[src/rtl/calc_op_sequencer.sv]
// Calculator operation sequencer: issues one datapath op per go request,
// handshakes with multi-cycle units and commits result/last_result.
module calc_op_sequencer #(
   parameter int unsigned TIMEOUT_CYC = 255,
   parameter int unsigned CNT_W       = 8
) (
   input  logic        clk,
   input  logic        rst_n,
   input  logic        go,
   input  logic [3:0]  op,
   input  logic [31:0] comb_res,
   input  logic [63:0] mc_res,
   input  logic        mc_done,
   input  logic        mc_err,
   output logic [3:0]  op_sel,
   output logic        mc_start,
   output logic [31:0] shift_src,
   output logic [63:0] result,
   output logic [63:0] last_result,
   output logic        busy,
   output logic        done,
   output logic        err
);

   localparam logic [1:0] S_IDLE = 2'd0;
   localparam logic [1:0] S_EXEC = 2'd1;
   localparam logic [1:0] S_WAIT = 2'd2;

   localparam logic [CNT_W-1:0] CNT_LAST = CNT_W'(TIMEOUT_CYC - 1);
   localparam logic [CNT_W-1:0] CNT_ONE  = CNT_W'(1);

   logic [1:0]       state_q, state_d;
   logic [3:0]       op_sel_q, op_sel_d;
   logic [63:0]      result_q, result_d;
   logic [63:0]      last_q, last_d;
   logic [CNT_W-1:0] cnt_q, cnt_d;
   logic             settle_q, settle_d;
   logic             done_q, done_d;
   logic             err_q, err_d;
   logic             is_mc;
   logic             timeout;

   assign is_mc   = ~op_sel_q[3] & op_sel_q[1];
   assign timeout = (cnt_q == CNT_LAST);

   // EXEC spends its first cycle letting comb_res settle on the new op_sel
   always_comb begin
      state_d  = state_q;
      op_sel_d = op_sel_q;
      result_d = result_q;
      last_d   = last_q;
      cnt_d    = cnt_q;
      settle_d = settle_q;
      done_d   = 1'b0;
      err_d    = err_q;
      case (state_q)
         S_IDLE: begin
            if (go) begin
               op_sel_d = op;
               err_d    = 1'b0;
               settle_d = 1'b1;
               state_d  = S_EXEC;
            end
         end
         S_EXEC: begin
            if (settle_q) begin
               settle_d = 1'b0;
            end else if (is_mc) begin
               cnt_d   = '0;
               state_d = S_WAIT;
            end else begin
               last_d   = result_q;
               result_d = {32'b0, comb_res};
               done_d   = 1'b1;
               state_d  = S_IDLE;
            end
         end
         S_WAIT: begin
            cnt_d = cnt_q + CNT_ONE;
            if (mc_done) begin
               done_d  = 1'b1;
               state_d = S_IDLE;
               if (mc_err) begin
                  err_d = 1'b1;
               end else begin
                  last_d   = result_q;
                  result_d = (op_sel_q == 4'b0010) ? mc_res
                                                   : {32'b0, mc_res[31:0]};
               end
            end else if (timeout) begin
               err_d   = 1'b1;
               done_d  = 1'b1;
               state_d = S_IDLE;
            end
         end
         default: begin
            state_d = S_IDLE;
         end
      endcase
   end

   always_ff @(posedge clk) begin
      if (!rst_n) begin
         state_q  <= S_IDLE;
         op_sel_q <= '0;
         result_q <= '0;
         last_q   <= '0;
         cnt_q    <= '0;
         settle_q <= 1'b0;
         done_q   <= 1'b0;
         err_q    <= 1'b0;
      end else begin
         state_q  <= state_d;
         op_sel_q <= op_sel_d;
         result_q <= result_d;
         last_q   <= last_d;
         cnt_q    <= cnt_d;
         settle_q <= settle_d;
         done_q   <= done_d;
         err_q    <= err_d;
      end
   end

   assign op_sel      = op_sel_q;
   assign mc_start    = (state_q == S_EXEC) & ~settle_q & is_mc;
   assign shift_src   = result_q[31:0];
   assign result      = result_q;
   assign last_result = last_q;
   assign busy        = (state_q != S_IDLE);
   assign done        = done_q;
   assign err         = err_q;

endmodule

[config.mk]
export PLATFORM = sky130hd
export DESIGN_NAME = calc_op_sequencer
export DESIGN_NICKNAME = d
export VERILOG_FILES = /design/src/rtl/calc_op_sequencer.sv
export SDC_FILE = /design/constraint.sdc
export NUM_CORES = 1
export LEC_CHECK = 0
export ABC_CLOCK_PERIOD_IN_PS = 2600
export BUFFER_PORTS_ARGS = -buffer_cell sky130_fd_sc_hd__buf_2
export CAP_MARGIN = 10
export CORE_MARGIN = 5
export CORE_UTILIZATION = 52
export CTS_BUF_LIST = sky130_fd_sc_hd__clkbuf_16
export DETAILED_ROUTE_END_ITERATION = 8
export PLACE_DENSITY_LB_ADDON = 0.08
export SYNTH_ARGS = -nofsm -noshare
export SYNTH_HDL_FRONTEND = slang
export SYNTH_SLANG_ARGS = --single-unit
[constraint.sdc]
create_clock -name clk -period 2.6 [get_ports clk]
set_clock_uncertainty 0.1 [all_clocks]
set_input_delay 0.52 -clock clk [delete_from_list [all_inputs] [get_ports clk]]
set_output_delay 0.52 -clock clk [all_outputs]
set_load 0.05 [all_outputs]
==> qor.csv <==
stage;metric;value;unit
run_status;status;completed;
power_and_ir_drop;maximum VDD drop;0.505;mV
timing;Max Slew Vio Count;0;
min_path;worst min path class;primary input to flip-flop;
clock_tree;CTS H-Tree Depth;4;
synthesis;Syn Area/Cell;9.03;µm²
timing;min Tclk post-route;2.47;ns
clock_tree;Worst-Skew Late Latency;0.40;ns
synthesis;Syn Inst Count;721;
clock_tree;clk buf depth;2;
synthesis;Synth top area share;0.446;
routing;DR pass1 iterations;5;
power_and_ir_drop;static leakage;3.48;nW
setup_path;Worst setup EP type;output port;
floorplan;core area;12200;µm²
synthesis;yosys warns;0;
routing;DRC;0;
global_routing;vias in the first global route;5871;
timing;period utilization;0.951;
setup_path;CP required;1.98;ns
floorplan;initial cell density of the core;0.535;
setup_path;flop-to-flop setup slack;0.48;ns
synthesis;post-synthesis sequential area ratio;0.446;
clock_tree;CTS Root Cell;clkbuf_16;
floorplan;num rows;40;
setup_path;crit path DAT;1.85;ns
finish;most common cell after layout, fill and taps aside;buf_2;
floorplan;Die Area;14900;µm²
synthesis;Synth cell types;39;
global_routing;pin count of the biggest net entering global routing;50;
timing;relative max-transition margin;0.634;
finish;Nets;1037;
power_and_ir_drop;Power Dens Cells;863;nW/µm²
global_routing;global-route wire length before repair;30.0;mm
clock_tree;CTS buffer count;17;
synthesis;largest area contributor in the netlist;dfxtp_1;
finish;layout cell share with drive strength beyond 1;0.400;
clock_tree;CTS clk-pin slew, worst paths;0.06;ns
routing;Avg WL per Cell;17.3;µm
floorplan;DIE WIDTH;122;µm
placed_design;Placer Congestion;0.834;
setup_path;worst-path maximum fanout;8;
global_routing;gr ovfl total;0;
synthesis;Seq cells post-synth;145;
routing;Routed WL;19.2;mm
clock_tree;CTS tree;built;
routing;via count;6272;
clock_tree;Post-CTS Resized;0;
timing;Fmax achieved;0.404;GHz
global_routing;GRT Overall Usage;0.249;
timing;final setup fails;0;
finish;# fillers;1017;
job;MaxCap Viol Count;0;
timing;Hold Vio Cnt, Final;0;
timing;hold_ws;0.272;ns
routing;via/cell ratio;5.66;
timing;RSZ-0062 raised after global routing;false;
setup_path;critical path type;flip-flop to output port;
placed_design;DP HPWL;13.5;mm
routing;drt first-iter violations;438;
placed_design;Buffers on Ports;272;
global_routing;initial antenna violation count;0;
finish;area delta synth->final;28.5;%
floorplan;Die H;122;µm
timing;slew at the pin closest to its max-slew limit;0.548;ns
finish;area of the multi-input gates;2960;µm²
floorplan;io pins;273;
synthesis;syn nets;831;
synthesis;area of the mapped netlist;6510;µm²
finish;most frequent cells in the layout;272 x buf_2, 145 x dfxtp_1, 117 x a21oi_1, 86 x o21ai_0, 71 x nand3_1;
timing;Fin Setup TNS;0;ns
routing;post-route ant nets;0;
clock_tree;Setup Buffers After CTS;0;
finish;Storage cell area;2900;µm²
setup_path;CP Launch Type;flip-flop;
clock_tree;CTS Sinks;145;
finish;Ant. Diodes;0;
synthesis;top post-synthesis cells by area;dfxtp_1 45%, a21oi_1 9.0%, o21ai_0 6.7%;
clock_tree;Hold Buf Count CTS;0;
==> final timing paths <==
kind | startpoint | to | cells after the start
worst min register to register | last_result[1] | last_result[1] | 2
worst min-delay path | mc_res[58] | result[58] | 3
worst max-delay path | state_q[1] | mc_start | 5
worst max register to register | state_q[1] | result[33] | 7
==> report_power, final <==
part / total [W] / switching [W] / leakage, nW / internal [W]
registers: 0.00253 / 0.000153 / 1.18 / 0.00238
logic: 0.00212 / 0.00157 / 1.99 / 0.000550
clock network: 0.00257 / 0.000894 / 0.308 / 0.00168
==> cell usage after synthesis <==
cell	count
nor4_2	1
o21ai_0	87
a31oi_1	1
a21oi_1	117
buf_8	2
nor2b_2	1
buf_1	3
nor2_1	10
and3_1	2
nand4bb_4	1
or3_1	2
nand2_1	11
o21a_1	1
nor2_2	1
nand2b_1	3
inv_2	3
buf_2	25
xnor2_1	3
clkbuf_1	28
buf_6	6
ha_1	5
a21oi_4	1
nand3_1	71
xor2_1	2
a21oi_2	20
o2111ai_1	2
a22o_1	1
a211oi_1	11
nand4_1	33
o31ai_1	1
buf_4	41
inv_1	5
a211oi_2	24
dfxtp_1	145
and2b_4	1
o211a_1	1
mux2i_1	33
a21o_4	1
o21ai_1	15
==> cell families (layout without fill, tap and decap cells) <==
family | count (synthesis) | count (layout) | share of synthesized area
AOI/OAI and AO/OA | 283 | 283 | 0.268
DFF | 145 | 145 | 0.446
xor gates and xnor gates | 5 | 5 | 0.00673
adders and majority gates | 5 | 5 | 0.00961
muxes | 33 | 33 | 0.0508
buffers and inverters | 113 | 332 | 0.104
and+or+nand+nor | 137 | 137 | 0.115
==> metrics by stage <==
stage	util	instances	area [µm²]	power [W]	setup WS, ns
2_1_floorplan	-	721	6510	0.00433	0.675
3_3_place_gp	0.636	1076	7740	0.00466	0.617
3_5_place_dp	0.636	1076	7740	0.00470	0.539
4_1_cts	0.688	1108	8360	0.00727	0.110
5_1_grt	0.688	1108	8360	0.00751	0.0342
6_report	0.688	1108	8360	0.00722	0.127
==> worst max-delay path, stage by stage, from the launching register on <==
cell and delay [ns]:
dfxtp_1 0.31, inv_1 0.10, ha_1 0.40, nand4bb_4 0.20, inv_2 0.15, buf_2 0.28
==> metal layers <==
layer | up-vias | track usage | wire length [µm]
met5 | - | 0 | 0
met4 | 0 | 0.0693 | 306
met3 | 19 | 0.0608 | 1540
met2 | 291 | 0.441 | 9880
met1 | 2954 | 0.300 | 7490
li1 | 3008 | - | -
==> flip-flops by register name, indices dropped and copies added, names as in the netlist <==
signal	flops
state_q	2
result	64
done	1
last_result	64
err	1
op_sel	4
cnt_q	8
settle_q	1
==> layout make-up <==
cell class              count  share of cell area
inverters                   8             0.00389
repair buffers            292               0.196
well taps                 168              0.0251
flip-flops and latches    145               0.347
multi-input cells         463               0.354
clock inverters            15              0.0238
clock buffers              17              0.0509
No activity file was read; power rests on OpenSTA's default activity.
